`src/rtl/ttl_cen_scheduler_if.sv`:
```
// Handshake/status bundle between a pause controller and ttl_cen_scheduler.
// Strobe signals exist only when TTL_CEN_STROBE_EN is defined.
interface ttl_cen_scheduler_if #(
    parameter int CNT_W = 16
);
    logic             Pause_req;
    logic             Step;
    logic             Pause_ack;
    logic             Cen;
    logic [CNT_W-1:0] Edge_count;
`ifdef TTL_CEN_STROBE_EN
    logic             Cen_rise;
    logic             Cen_fall;

    modport master (
        output Pause_req, Step,
        input  Pause_ack, Cen, Edge_count, Cen_rise, Cen_fall
    );
    modport slave (
        input  Pause_req, Step,
        output Pause_ack, Cen, Edge_count, Cen_rise, Cen_fall
    );
`else
    modport master (
        output Pause_req, Step,
        input  Pause_ack, Cen, Edge_count
    );
    modport slave (
        input  Pause_req, Step,
        output Pause_ack, Cen, Edge_count
    );
`endif
endinterface

```
`src/rtl/ttl_cen_scheduler.sv`:
```
// Fractional NUM/DEN Cen square-wave generator with pause/ack and single step.
// Optional macro TTL_CEN_STROBE_EN adds registered Cen_rise/Cen_fall pulses.
module ttl_cen_scheduler #(
    parameter int NUM   = 1,
    parameter int DEN   = 2,
    parameter int ACC_W = 8,
    parameter int CNT_W = 16
) (
    input  logic                 Clk,
    input  logic                 Rst,
    ttl_cen_scheduler_if.slave   bus
);

    typedef enum logic [1:0] {
        RUN    = 2'd0,
        DRAIN  = 2'd1,
        PAUSED = 2'd2,
        STEP   = 2'd3
    } state_t;

    state_t           state_q, state_d;
    logic [ACC_W-1:0] acc_q, acc_d;
    logic             cen_q, cen_d;
    logic             ack_q, ack_d;
    logic [CNT_W-1:0] cnt_q, cnt_d;
    logic             rise_d;

    logic [ACC_W:0]   sum;
    logic             tick;
    logic [ACC_W-1:0] acc_tick;

    // Phase accumulator: one tick (Cen toggle) per DEN/NUM clocks on average
    always_comb begin
        sum      = {1'b0, acc_q} + (ACC_W+1)'(NUM);
        tick     = (sum >= (ACC_W+1)'(DEN));
        acc_tick = tick ? ACC_W'(sum - (ACC_W+1)'(DEN))
                        : sum[ACC_W-1:0];
    end

    // Next-state logic; pausing only ever lands with Cen low
    always_comb begin
        state_d = state_q;
        acc_d   = acc_q;
        cen_d   = cen_q;
        case (state_q)
            RUN: begin
                acc_d = acc_tick;
                cen_d = cen_q ^ tick;
                if (bus.Pause_req)
                    state_d = (!cen_q && !tick) ? PAUSED : DRAIN;
            end
            DRAIN: begin
                acc_d = acc_tick;
                cen_d = cen_q ^ tick;
                if (!bus.Pause_req)
                    state_d = RUN;
                else if (!(cen_q ^ tick))
                    state_d = PAUSED;
            end
            PAUSED: begin
                cen_d = 1'b0;
                if (!bus.Pause_req) begin
                    state_d = RUN;
                end else if (bus.Step) begin
                    state_d = STEP;
                    cen_d   = 1'b1;
                end
            end
            STEP: begin
                cen_d   = 1'b0;
                state_d = bus.Pause_req ? PAUSED : RUN;
            end
            default: begin
                state_d = RUN;
            end
        endcase
        ack_d  = (state_d == PAUSED) || (state_d == STEP);
        rise_d = cen_d & ~cen_q;
        cnt_d  = cnt_q + CNT_W'(rise_d);
    end

    // State and output registers, cleared asynchronously
    always_ff @(posedge Clk or posedge Rst) begin
        if (Rst) begin
            state_q <= RUN;
            acc_q   <= '0;
            cen_q   <= 1'b0;
            ack_q   <= 1'b0;
            cnt_q   <= '0;
        end else begin
            state_q <= state_d;
            acc_q   <= acc_d;
            cen_q   <= cen_d;
            ack_q   <= ack_d;
            cnt_q   <= cnt_d;
        end
    end

    assign bus.Cen        = cen_q;
    assign bus.Pause_ack  = ack_q;
    assign bus.Edge_count = cnt_q;

`ifdef TTL_CEN_STROBE_EN
    logic rise_q;
    logic fall_q;
    logic fall_d;

    // Edge pulses coincident with the Cen transition
    always_comb begin
        fall_d = cen_q & ~cen_d;
    end

    // Strobe registers
    always_ff @(posedge Clk or posedge Rst) begin
        if (Rst) begin
            rise_q <= 1'b0;
            fall_q <= 1'b0;
        end else begin
            rise_q <= rise_d;
            fall_q <= fall_d;
        end
    end

    assign bus.Cen_rise = rise_q;
    assign bus.Cen_fall = fall_q;
`endif

endmodule
```
`src/flat_wrapper.sv`:
```
// flat-port wrapper written by rule: the top's interface ports become plain ports
module ttl_cen_scheduler_flat 
#(
    parameter int NUM   = 1,
    parameter int DEN   = 2,
    parameter int ACC_W = 8,
    parameter int CNT_W = 16
)
  (Clk, Rst, bus_Pause_req, bus_Step, bus_Pause_ack, bus_Cen, bus_Edge_count);
  ttl_cen_scheduler_if #(.CNT_W(CNT_W)) bus_i ();
  input  logic Clk;
  input  logic Rst;
  input wire logic [$bits(bus_i.Pause_req)-1:0] bus_Pause_req;
  input wire logic [$bits(bus_i.Step)-1:0] bus_Step;
  output wire logic [$bits(bus_i.Pause_ack)-1:0] bus_Pause_ack;
  output wire logic [$bits(bus_i.Cen)-1:0] bus_Cen;
  output wire logic [$bits(bus_i.Edge_count)-1:0] bus_Edge_count;
  assign bus_i.Pause_req = bus_Pause_req;
  assign bus_i.Step = bus_Step;
  assign bus_Pause_ack = bus_i.Pause_ack;
  assign bus_Cen = bus_i.Cen;
  assign bus_Edge_count = bus_i.Edge_count;
  ttl_cen_scheduler #(.NUM(NUM), .DEN(DEN), .ACC_W(ACC_W), .CNT_W(CNT_W)) u_core (.Clk(Clk), .Rst(Rst), .bus(bus_i));
endmodule
```
`config.mk`:
```
export PLATFORM = sky130hd
export DESIGN_NAME = ttl_cen_scheduler_flat
export DESIGN_NICKNAME = d
export VERILOG_FILES = /design/src/rtl/ttl_cen_scheduler_if.sv /design/src/rtl/ttl_cen_scheduler.sv /design/src/flat_wrapper.sv
export SDC_FILE = /design/constraint.sdc
export NUM_CORES = 1
export LEC_CHECK = 0
export ABC_AREA = 1
export BUFFER_PORTS_ARGS = -buffer_cell sky130_fd_sc_hd__buf_2
export CORE_MARGIN = 2
export CORE_UTILIZATION = 51
export DETAILED_ROUTE_END_ITERATION = 7
export PLACE_DENSITY = 0.75
export SYNTH_ARGS = -nofsm -noshare
export SYNTH_HDL_FRONTEND = slang
export SYNTH_SLANG_ARGS = --single-unit
```
`constraint.sdc`:
```
create_clock -name Clk -period 3.2 [get_ports Clk]
set_input_delay 0.32 -clock Clk [delete_from_list [all_inputs] [get_ports Clk]]
set_output_delay 0.32 -clock Clk [all_outputs]
set_load 0.1 [all_outputs]
```
### Word level (Yosys, flattened, before mapping)

Cells that the tools add are included.

* add/subtract/negate cells: 3
* $lt $le $gt $ge: 1
* eq/ne operators: 5
* multiplexer cells: 12
* bitwise gates (word level): 3
* reduce and logical (&&, ||, !) cells: 6

Operator list (number)
* $add 16x1->16: 1
* $mux 2: 7
* $add 8x1->9 const B: 1
* $ge 9x2->1 const B: 1
* $eq 2x2->1 const B: 4
* $mux 8: 1
* $pmux 2 s4: 1
* $sub 8x2->8 const B: 1
* $pmux 1 s3: 1
* $eq 2x1->1 const B: 1
* $logic_not 1->1: 2
* $logic_not 2->1: 1
* $mux 1: 2
* $reduce_or 2->1: 1
* $and 1x1->1: 1
* $logic_and 1x1->1: 1
* $logic_or 1x1->1: 1
* $not 1->1: 1
* $xor 1x1->1: 1

* flip-flop bits (word level): 28
* bits of input ports: 4
* logic and storage cells: 35

### Longest topological paths before layout

* depth in word-level cells: 9
* depth in mapped cells: 20

### Worst setup path after synthesis

Ideal clock, no wire load.

* kind: reg2reg
* start point: reg u_core.acc_q[0]
* end point: reg u_core.cnt_q[12] (netlist: u_core.bus.Edge_count[12])
* library setup time: 0.164 ns
* arrival: 3.040 ns
* path slack: -0.004 ns
* stages on the path, launching flop included: 19
* path buffers: 0
* clock period less this slack: 3.204 ns
* path through: dfrtp_1 -> ha_1 -> nand2_2 -> nand2_1 -> ha_1 -> nand3_1 -> nor2_4 -> nand3_4 -> inv_1 -> ha_1 -> nand2_1 -> a21oi_1 -> ha_1 -> ha_1 -> nand3_1 -> nor3_2 -> nand4_1 -> nor3_1 -> xor2_1

* longest elaborated chain between the ends: 6

RTL lines
* start, declared: line ttl_cen_scheduler.sv:22 `logic [ACC_W-1:0] acc_q, acc_d;`
* start signal, assigned: line ttl_cen_scheduler.sv:86 `acc_q <= '0;`
* start signal, assigned: line ttl_cen_scheduler.sv:92 `acc_q <= acc_d;`
* $add 8x1->9: line ttl_cen_scheduler.sv:34 `sum = {1'b0, acc_q} + (ACC_W+1)'(NUM);`
* $ge 9x2->1: line ttl_cen_scheduler.sv:35 `tick = (sum >= (ACC_W+1)'(DEN));`
* $xor 1x1->1: line ttl_cen_scheduler.sv:48, ttl_cen_scheduler.sv:54
* $pmux 1 s3: line ttl_cen_scheduler.sv:45 `case (state_q)`
* $and 1x1->1: line ttl_cen_scheduler.sv:78 `rise_d = cen_d & ~cen_q;`
* $add 16x1->16: line ttl_cen_scheduler.sv:79 `cnt_d = cnt_q + CNT_W'(rise_d);`
* named net u_core.cnt_d[12]: line ttl_cen_scheduler.sv:25 `logic [CNT_W-1:0] cnt_q, cnt_d;`
* end signal, assigned: line ttl_cen_scheduler.sv:95 `cnt_q <= cnt_d;`
* end, declared: line ttl_cen_scheduler.sv:25

The timed path passes the listed nets, and every way through them passes these cells.
A chain may end at the register's enable or synchronous reset.

### Worst setup path in the final report

* start point: reg u_core.acc_q[1]
* end point: reg u_core.cnt_q[12] (netlist: u_core.bus.Edge_count[12])

Same word-level chain as after synthesis.

==> results.tsv <==
stage	metric	value	unit
status	outcome	finished clean	
synthesis	synth_top_area_share	44.5	%
synthesis	synthSimpleGateAreaFrac	32.7	%
sta	slew_viol_final	0	
critical_path	crit_arrival	3.41	ns
synthesis	synth_adder_area_share	4.77	%
sta	tightest_slew	1.06	ns
synthesis	netlist_area	0.00157	mm²
floorplan	rows	20	
detailed_routing	drc_errors	0	
placed_design	placedCellCount	240	
placed_design	gp_routability_congestion	0.820	
synthesis	async_flop_share	100	%
global_route	antenna_found_initial	0	
synthesis	synth_edf_count	0	
clock_tree	clk_path_buf_depth	2	
synthesis	synth_flop_cell	dfrtp_1	
finish	nFillCells	241	
global_route	overflow	0	
synthesis	synth.largest_area_cell	dfrtp_1	
sta	setup-violations-final	0	
clock_tree	cts-buffers-inserted	3	
floorplan	die_h	59.6	µm
sta	fmax	0.319	GHz
finish	n_antenna_cell	0	
critical_path	required	3.48	ns
detailed_routing	routed_wl	3420	µm
synthesis	synth_top_family_by_area	simple AND/OR/NAND/NOR gates	
critical_path	end_kind	flop	
floorplan	start_util	52.4	%
critical_path	cp-start-kind	flop	
synthesis	yosys-mux-area-fraction	0	%
finish	nNetsFinal	227	
detailed_routing	vias	1355	
detailed_routing	antenna_left	0	
floorplan	io_pins	22	
synthesis	yosysWarnings	0	
finish	multi_input_area	948	µm²
synthesis	seq_area_frac_synth	44.5	%
global_route	use_met3	1.97	%
floorplan	die_w	59.6	µm
global_route	use_met1	26.0	%
sta	fin_crit_sh	98.0	%
placed_design	io_buffer_count	21	
global_route	use_met2	30.9	%
sta	worst_slack	0.0633	ns
floorplan	fp.coreArea	0.00300	mm²
sta	fin_skew	0.00159	ns
global_route	grt_pass1_wl	5030	µm
synthesis	synth_seq_cells	28	
clock_tree	clkSinkCount	28	
global_route	grt_max_degree	29	
finish	finalNonFillerCells	249	
critical_path	reg2reg_depth	19	
finish	area_delta_synth_final	26.6	%
sta	layout_min_cycle_time	3.14	ns
synthesis	syn-num-nets	195	
critical_path	crit_type	flop to flop	
synthesis	synth_compound_area_share	2.07	%
synthesis	avgSynthCellArea	8.51	µm²
critical_path	reg2reg_to	u_core.bus.Edge_count[12]	
detailed_routing	vias_per_cell	5.44	
hold_path	hold_class	input port to async pin	
global_route	grt_pass1_vias	1155	
clock_tree	cts_root_buffer	clkbuf_4	
sta	hold_violations	0	
critical_path	timing.rr.start	u_core.acc_q[1]	
synthesis	ys_top_cells_by_area	dfrtp_1, nand2_1, xor2_1	
clock_tree	h-tree-depth	1	
floorplan	die_area	0.00355	mm²
placed_design	dp_hpwl	2200	µm
synthesis	synth_common_cells	nand2_1, dfrtp_1, inv_1, nand3_1	
detailed_routing	drt_iter0_drc	54	
critical_path	crit_fanout	4	
synthesis	synth_cell_types	26	
detailed_routing	drt_first_pass_iters	4	
clock_tree	clk_pin_slew	0.16	ns
detailed_routing	routedWlPerCell	13.7	µm
sta	relSlewSlack	29.5	%
finish	seq_area	703	µm²
synthesis	syn_inst	185	
clock_tree	clkLatencyLatePin	0.33	ns
finish	fin_util	66.4	%
clock_tree	cts_tree	built	
global_route	busiest_layer	met2	
placed_design	pre_cts_slack	-0.0285	ns
critical_path	regToRegSetupSlack	0.06	ns
finish	post_route_cells_drive_above_1_share	32.4	%
global_route	track_usage	18.6	%
synthesis	synth-xor-area-share	10.0	%
synthesis	yosysMostFrequentCell	nand2_1	
job	drv_cap	0	
[layout by cell type (no fill, tap or decap), types with 2 or more instances in the layout]
| cell type | instances |
|---|---|
| o21ai_0 | 3 |
| nand3_4 | 4 |
| buf_2 | 21 |
| nand2_2 | 7 |
| nor2_4 | 4 |
| nor2_1 | 10 |
| xnor2_1 | 7 |
| inv_2 | 2 |
| inv_1 | 20 |
| nor3b_1 | 2 |
| nand3_2 | 4 |
| nand2_4 | 2 |
| ha_4 | 5 |
| nand2_1 | 42 |
| clkbuf_4 | 3 |
| nand4_1 | 7 |
| dfrtp_1 | 26 |
| nor3_4 | 2 |
| nand3_1 | 13 |
| xor2_1 | 11 |
| dfrtp_2 | 2 |
| buf_4 | 8 |
| nor2_2 | 2 |
[layer usage]
| metal | part of all wire (%) | vias to the layer above |
|---|---|---|
| li1 | - | 659 |
| met1 | 43 | 648 |
| met2 | 50 | 41 |
| met3 | 5.4 | 7 |
| met4 | 1.8 | 0 |
| met5 | 0 | - |
[flip-flops by register name, summed over array words and instances (netlist names)]
register,cells
u_core.acc_q,8
u_core.bus.Cen,1
u_core.bus.Pause_ack,1
u_core.state_q,2
u_core.bus.Edge_count,16
[worst max-delay path by stage]
stage                               start  slack, ns  cells after the start                         to
after floorplan           u_core.acc_q[0]       0.01                     18  u_core.bus.Edge_count[12]
after global placement    u_core.acc_q[1]       0.07                     19  u_core.bus.Edge_count[12]
after detailed placement  u_core.acc_q[1]      -0.03                     18  u_core.bus.Edge_count[12]
after CTS                 u_core.acc_q[0]       0.04                     18  u_core.bus.Edge_count[12]
after global routing      u_core.acc_q[0]       -0.1                     19  u_core.bus.Edge_count[12]
final                     u_core.acc_q[1]       0.06                     19  u_core.bus.Edge_count[12]
[critical path, cell delays in order (launching register included)]
cell	delay, ns
dfrtp_2	0.47
ha_4	0.18
inv_1	0.06
nand2_1	0.09
nand2_4	0.12
ha_4	0.16
nand3_4	0.09
nor2_4	0.19
nand3_4	0.09
inv_2	0.07
ha_4	0.12
nand2_2	0.06
a21oi_2	0.14
ha_2	0.24
ha_4	0.15
nand3_2	0.11
nor3_4	0.15
nand4_1	0.18
nor3_2	0.24
xor2_1	0.15
[per-stage QoR]
stage / hold slack, ns / TNS [ns] / instance area [µm²]
finish: 0.208 / 0 / 1990
CTS: 0.211 / 0 / 1830
floorplan: 0.385 / 0 / 1600
global placement: 0.458 / 0 / 1760
detailed placement: 0.464 / -0.0285 / 1760
global route: 0.226 / -0.215 / 1990
[cell type report]
cell class	instances	area share [%]
inverter	22	4.14
sequential	28	35.3
clock inverter	1	1.51
multi-input combinational	133	47.6
clock buffer	3	1.13
tap	33	2.07
timing repair buffer	29	8.29
[what timing repair did]
item,CTS,global route
setup endpoints to repair,4,7
hold buffers,0,0
buffers inserted,1,4
resized for setup,4,24
pin swaps,1,16
hold endpoints to repair,0,0
[cells by family (layout without fill, tap and decap cells)]
kind of cell	after synthesis	count (layout)
AOI/OAI and AO/OA	6	6
xor gates and xnor gates	18	18
and+or+nand+nor	103	103
adders and majority gates	6	6
DFF	28	28
buffers and inverters	24	55
Power is not shown: default switching activity piles up to over one toggle a cycle in this logic, so the estimate is an artifact.
